==> src/rtl/jt900h_regs_pkg.sv <==
// jt900h_regs_pkg: shared constants, decode result type and lane helpers for
// the TLCS-900H banked register file.
//  - width codes (one-hot): W_BYTE, W_WORD, W_LONG
//  - RFP op codes: RFP_NONE, RFP_INC, RFP_DEC, RFP_LD
//  - long-register codes (addr[7:2]): REG_CUR, REG_PREV, REG_XIX..REG_XSP
//  - dec_t: {valid, physical index 0-19, byte-lane mask}
package jt900h_regs_pkg;

  localparam logic [2:0] W_NONE = 3'b000;
  localparam logic [2:0] W_BYTE = 3'b001;
  localparam logic [2:0] W_WORD = 3'b010;
  localparam logic [2:0] W_LONG = 3'b100;

  localparam logic [1:0] RFP_NONE = 2'd0;
  localparam logic [1:0] RFP_INC  = 2'd1;
  localparam logic [1:0] RFP_DEC  = 2'd2;
  localparam logic [1:0] RFP_LD   = 2'd3;

  localparam logic [5:0] REG_CUR  = 6'd16;
  localparam logic [5:0] REG_PREV = 6'd20;
  localparam logic [5:0] REG_XIX  = 6'd24;
  localparam logic [5:0] REG_XIY  = 6'd25;
  localparam logic [5:0] REG_XIZ  = 6'd26;
  localparam logic [5:0] REG_XSP  = 6'd27;

  // 16 banked slots (4 banks x 4 regs) followed by XIX, XIY, XIZ, XSP
  localparam int NPHYS = 20;

  typedef struct packed {
    logic       valid;
    logic [4:0] idx;
    logic [3:0] mask;
  } dec_t;

  // Byte lanes touched by an access; a width that is not one-hot touches none
  function automatic logic [3:0] lane_mask(input logic [2:0] w, input logic [1:0] ofs);
    case (w)
      W_BYTE:  return 4'b0001 << ofs;
      W_WORD:  return ofs[1] ? 4'b1100 : 4'b0011;
      W_LONG:  return 4'b1111;
      default: return 4'b0000;
    endcase
  endfunction

  // Right-align and zero-extend the addressed lanes of a long register
  function automatic logic [31:0] rd_align(input logic [31:0] v, input logic [2:0] w,
                                           input logic [1:0] ofs);
    case (w)
      W_BYTE:  return {24'h0, v[ofs*8 +: 8]};
      W_WORD:  return {16'h0, v[ofs[1]*16 +: 16]};
      W_LONG:  return v;
      default: return 32'h0;
    endcase
  endfunction

endpackage

==> src/rtl/jt900h_regs_dec.sv <==
// jt900h_regs_dec: maps a register code plus the current bank pointer to a
// physical register slot and the byte lanes the access covers.
//  addr  in  8   register code: [7:2] long register, [1:0] byte offset
//  width in  3   one-hot access width
//  rfp   in  2   bank pointer used for the current/previous bank aliases
//  dec   out     {valid, idx, mask}; valid=0 for reserved codes, banks
//                >= NBANK or a width that is not one-hot
module jt900h_regs_dec import jt900h_regs_pkg::*; #(
  parameter int NBANK = 4
) (
  input  logic [7:0] addr,
  input  logic [2:0] width,
  input  logic [1:0] rfp,
  output dec_t       dec
);

  logic [5:0] lreg;
  logic [1:0] bank;
  logic       banked;

  always_comb begin
    lreg   = addr[7:2];
    bank   = lreg[3:2];
    banked = 1'b0;
    dec    = '0;
    if (lreg < REG_CUR) begin
      banked = 1'b1;
    end else if (lreg < REG_PREV) begin
      bank   = rfp;
      banked = 1'b1;
    end else if (lreg < REG_XIX) begin
      bank   = rfp - 2'd1;   // wraps mod 4 regardless of NBANK
      banked = 1'b1;
    end
    if (banked) begin
      dec.valid = int'(bank) < NBANK;
      dec.idx   = {1'b0, bank, lreg[1:0]};
    end else if (lreg <= REG_XSP) begin
      dec.valid = 1'b1;
      dec.idx   = 5'd16 + {3'b0, lreg[1:0]};
    end
    dec.mask = lane_mask(width, addr[1:0]);
    if (dec.mask == 4'b0000) dec.valid = 1'b0;
  end

endmodule

==> src/rtl/jt900h_regs.sv <==
// jt900h_regs: banked general-register file at the ALU write-back end.
// One write port (byte/word/long lane merge), two registered read ports with
// one cycle latency, the RFP bank pointer and XIX/XIY/XIZ/XSP.
//  clk, rst_n        clock, async active-low reset
//  cen               clock enable; everything holds when low
//  we, waddr, din    write width (one-hot), register code, right-aligned data
//  ra0/rw0, ra1/rw1  read code and width per port
//  rd0, rd1          registered read data, right-aligned, zero-extended
//  rfp_op, rfp_din   bank pointer op (none/INCF/DECF/LDF) and LDF operand
//  rfp               current bank
// Build option: JT900H_REGS_BYPASS_EN forwards a same-cycle write into a read
// of the same register; without it such a read sees the pre-write value.
module jt900h_regs import jt900h_regs_pkg::*; #(
  parameter logic [31:0] SP_RST = 32'h100,
  parameter int          NBANK  = 4
) (
  input  logic        clk,
  input  logic        rst_n,
  input  logic        cen,
  input  logic [2:0]  we,
  input  logic [7:0]  waddr,
  input  logic [31:0] din,
  input  logic [7:0]  ra0,
  input  logic [7:0]  ra1,
  input  logic [2:0]  rw0,
  input  logic [2:0]  rw1,
  output logic [31:0] rd0,
  output logic [31:0] rd1,
  input  logic [1:0]  rfp_op,
  input  logic [1:0]  rfp_din,
  output logic [1:0]  rfp
);

  localparam logic [1:0] BMASK = 2'(NBANK - 1);

  logic [NPHYS-1:0][31:0] regs;
  logic [31:0]            wdata;
  dec_t                   wdec;
  dec_t       [1:0]       rdec;
  logic [1:0][7:0]        ra;
  logic [1:0][2:0]        rw;
  logic [1:0][31:0]       rnext;
  logic [1:0][31:0]       rd_q;

  assign ra  = {ra1, ra0};
  assign rw  = {rw1, rw0};
  assign rd0 = rd_q[0];
  assign rd1 = rd_q[1];

  // Replicate narrow data across all lanes so each lane just picks its byte
  always_comb begin
    case (we)
      W_BYTE:  wdata = {4{din[7:0]}};
      W_WORD:  wdata = {2{din[15:0]}};
      default: wdata = din;
    endcase
  end

  jt900h_regs_dec #(.NBANK(NBANK)) u_wdec (
    .addr (waddr),
    .width(we),
    .rfp  (rfp),
    .dec  (wdec)
  );

  for (genvar p = 0; p < 2; p++) begin : g_rd
    logic [31:0] cur;

    jt900h_regs_dec #(.NBANK(NBANK)) u_rdec (
      .addr (ra[p]),
      .width(rw[p]),
      .rfp  (rfp),
      .dec  (rdec[p])
    );

    always_comb begin
      cur = regs[rdec[p].idx];
`ifdef JT900H_REGS_BYPASS_EN
      if (wdec.valid && rdec[p].valid && wdec.idx == rdec[p].idx) begin
        for (int b = 0; b < 4; b++)
          if (wdec.mask[b]) cur[b*8 +: 8] = wdata[b*8 +: 8];
      end
`endif
      rnext[p] = rdec[p].valid ? rd_align(cur, rw[p], ra[p][1:0]) : 32'h0;
    end
  end

  always_ff @(posedge clk or negedge rst_n) begin
    if (!rst_n) begin
      for (int i = 0; i < NPHYS; i++) regs[i] <= (i == NPHYS - 1) ? SP_RST : 32'h0;
      rd_q <= '0;
      rfp  <= 2'd0;
    end else if (cen) begin
      for (int b = 0; b < 4; b++)
        if (wdec.valid && wdec.mask[b]) regs[wdec.idx][b*8 +: 8] <= wdata[b*8 +: 8];
      rd_q <= rnext;
      case (rfp_op)
        RFP_INC: rfp <= (rfp + 2'd1) & BMASK;
        RFP_DEC: rfp <= (rfp - 2'd1) & BMASK;
        RFP_LD:  rfp <= rfp_din & BMASK;
        default: rfp <= rfp;
      endcase
    end
  end

endmodule

==> config.mk <==
export PLATFORM = sky130hd
export DESIGN_NAME = jt900h_regs
export DESIGN_NICKNAME = d
export VERILOG_FILES = /design/src/rtl/jt900h_regs_pkg.sv /design/src/rtl/jt900h_regs_dec.sv /design/src/rtl/jt900h_regs.sv
export SDC_FILE = /design/constraint.sdc
export NUM_CORES = 2
export LEC_CHECK = 0
export BUFFER_PORTS_ARGS = -buffer_cell sky130_fd_sc_hd__buf_2
export CAP_MARGIN = 20
export CORE_MARGIN = 1
export CORE_UTILIZATION = 25
export DETAILED_ROUTE_END_ITERATION = 16
export SYNTH_ARGS = -nofsm -noshare
export SYNTH_HDL_FRONTEND = slang
export SYNTH_SLANG_ARGS = --single-unit
==> constraint.sdc <==
create_clock -name clk -period 3.2 [get_ports clk]
set_input_delay 0.32 -clock clk [delete_from_list [all_inputs] [get_ports clk]]
set_output_delay 0.32 -clock clk [all_outputs]
set_load 0.1 [all_outputs]
==> impl_results.md <==
* Via density at 5.68
* I/O pins at 138
* Share of cells above drive strength 1 at 22.9%
* DR iter-0 viols at 5774
* Non-filler cells, final at 6611
* H-tree levels at 3
* Leak at 20.3 nW
* Setup Slack @ Placement at -191 ps
* First-pass GRT wire length at 255 mm
* Routed Antenna Nets at 0
* Utilization after layout at 31.3%
* Die Height at 393 um
* Post-Syn Area at 38100 sq um
* Area Growth Syn to Fin at 23.5%
* Multi-input logic area at 19100 sq um
* Clock buffer count from CTS at 81
* Hold WS at 37.6 ps
* Clock sinks at 706
* Max Clk Rate at 305 MHz
* Final period utilization at 102%
* Row count at 142
* Post-DP Area at 43800 sq um
* Crit end category: flop
* Post-synthesis net count at 4296
* WS Path Type: flop to flop
* Full die area at 154000 sq um
* Synth Flop Type: dfrtp_1
* Final #Nets at 4593
* Worst-margin pin slew at 837 ps
* Total track usage at 22.6%
* Final Skew at 49.3 ps
* Worst-path maximum fanout at 31
* CP arrival at 3840 ps
* Fin area at 47100 sq um
* WP data required at 3760 ps
* Status: finished, violations left
* Root Driver: clkbuf_16
* Worst hold-check path type: primary input to flop
* Maximum vdd drop at 390 uV
* Setup crit start kind: flop
* Core ar. at 151000 sq um
* Commonest non-fill, non-tap cell in the layout: nand2_1
* Post-synth ARST share at 100%
* Max_cap viols at 0
* Vias in the first global route at 34700
* Slew HR at 43.8%
* Inst Count DP at 6438
* Dpl hpwl at 129 mm
* Netlist cell types at 86
* Synthesized area per cell at 9.03 sq um
* Post-route setup slack at -76.4 ps
* Mapped Cells at 4224
* Largest net degree at the start of global routing at 85
* Max Slew Vio Count at 0
* Vias at 37600
* Power Dens Cells at 533 nW/um^2
* Initial Utilization at 25.3%
* Worst-Skew Late Latency at 680 ps
* Final setup viols at 4
* Failing checks: setup timing
* Placer congestion estimate at 1.00
* DRC at 0
* Seq/Total Area, Yosys at 46.3%
* Grt total ovfl at 0
* DR WL/cell at 27.2 um
* RSZ-0062 raised after global routing: true
* Minimum clock period at 3280 ps
* Register Area at 17700 sq um
* Syn. warnings at 0
* Clock slew at reported path FFs at 60 ps
* Number of synthesized flops with an enable pin at 0
* Final WL at 180 mm
* Worst-case clock buffer depth at 3
* Most frequent cells in the layout: nand2_1 (855), dfrtp_1 (704), buf_4 (380)
* Fill count at 15700
* Hold Vio Cnt, Final at 0
* CTS tree: yes
* FF+latch count, synth at 706
* Die Wd at 393 um
* Drt first pass iters at 6
* Antenna violations before repair at 9
* I/O Buffers at 137
## where the power goes
| part | switching [W] | internal (W) | total [W] |
|---|---|---|---|
| Sequential | 0.000492 | 0.00944 | 0.00993 |
| Combinational | 0.00321 | 0.00169 | 0.00490 |
| Clock | 0.00416 | 0.00613 | 0.0103 |
## registers in the layout, summed over array words and instances, names as in the netlist
signal / flops
rd0: 32
rd1: 32
regs: 640
rfp: 2
## synth_stat cells, types with 15 or more instances
| cell type | n | area share [%] |
|---|---|---|
| nand2_1 | 860 | 8.5 |
| dfrtp_1 | 705 | 46 |
| o21ai_0 | 343 | 4.5 |
| a21oi_1 | 299 | 3.9 |
| nor2_1 | 295 | 2.9 |
| mux2_2 | 222 | 6.6 |
| clkbuf_1 | 217 | 2.1 |
| a221oi_1 | 190 | 4.4 |
| nand3_1 | 146 | 1.9 |
| mux2i_1 | 109 | 2.9 |
| buf_2 | 96 | 1.3 |
| nor3_1 | 80 | 1.1 |
| a31oi_1 | 63 | 1.0 |
| and3_1 | 48 | 0.79 |
| a211oi_1 | 38 | 0.75 |
| o22ai_1 | 34 | 0.56 |
| o2bb2ai_1 | 31 | 0.71 |
| o22a_1 | 24 | 0.55 |
| nor2b_1 | 23 | 0.38 |
| buf_1 | 21 | 0.21 |
| nand2b_1 | 20 | 0.33 |
| inv_1 | 19 | 0.19 |
| mux4_2 | 19 | 1.1 |
| buf_4 | 18 | 0.35 |
| a221o_1 | 17 | 0.45 |
| a311oi_1 | 17 | 0.39 |
| o211ai_1 | 17 | 0.33 |
| a22oi_1 | 16 | 0.32 |
| o221ai_1 | 16 | 0.37 |
| buf_6 | 15 | 0.44 |
| or3_1 | 15 | 0.25 |
## metal layers
| layer | share of wire [%] | track usage [%] |
|---|---|---|
| met1 | 41 | 31.3 |
| met2 | 42 | 33.0 |
| met3 | 13 | 6.16 |
| met4 | 4.5 | 9.32 |
| met5 | 0.0072 | 0 |
## through the flow
step | setup TNS [ps] | total power (W)
3_5_place_dp | -1380 | 0.0147
6_report | -148 | 0.0251
5_1_grt | -393 | 0.0258
3_3_place_gp | -1160 | 0.0146
2_1_floorplan | 0 | 0.0123
4_1_cts | -20.8 | 0.0249
## layout make-up
type	count	area share, %
Antenna cell	9	0.0478
Tap cell	2016	5.36
Inverter	22	0.175
Clock inverter	43	1.23
Clock buffer	105	4.88
Multi-Input combinational cell	3130	40.5
Timing Repair Buffer	580	10.3
Sequential cell	706	37.5
## cell families after synthesis
logic type	after synthesis	synth area share [%]
DFF	706	46.3
AOI/OAI and AO/OA	1235	21.3
muxes	351	10.6
xor gates and xnor gates	4	0.0919
and+or+nand+nor	1538	17.1
buffers and inverters	390	4.63
## critical path: stages, from the launching register on
cell,delay [ps]
dfrtp_2,520
o21ai_2,390
a22oi_2,170
buf_12,230
buf_4,220
a221oi_1,250
nor3_1,80
a31oi_1,240
buf_4,190
o22ai_1,70
o21ai_0,380
o21ai_0,180
a31o_1,220
## what timing repair did
item                                    in CTS  in global routing
hold buffers                                 2                  0
endpoints found under the setup margin       9                 25
setup buffers                                2                  8
gates cloned                                 1                  4
hold endpoints to repair                    55                  0
pin swaps                                    2                  6
gates resized for setup                      7                 38
## worst paths after layout
path                                     startpoint               endpoint  slack [ps]  depth (start not counted)
worst min register to register  rd1[26]$_DFFE_PN0P_    rd1[26]$_DFFE_PN0P_         490                          1
worst min-delay path                         din[5]  regs[517]$_DFFE_PN0P_          40                          2
min in group asynchronous                     rst_n  regs[539]$_DFFE_PN0P_         290                          2
worst max-delay path             rfp[0]$_DFFE_PN0P_     rd1[0]$_DFFE_PN0P_         -80                         12
max in group asynchronous                     rst_n  regs[213]$_DFFE_PN0P_        1900                          3
worst max register to register   rfp[0]$_DFFE_PN0P_     rd1[0]$_DFFE_PN0P_         -80                         12
Note: power is estimated with default switching activity, not from simulation.
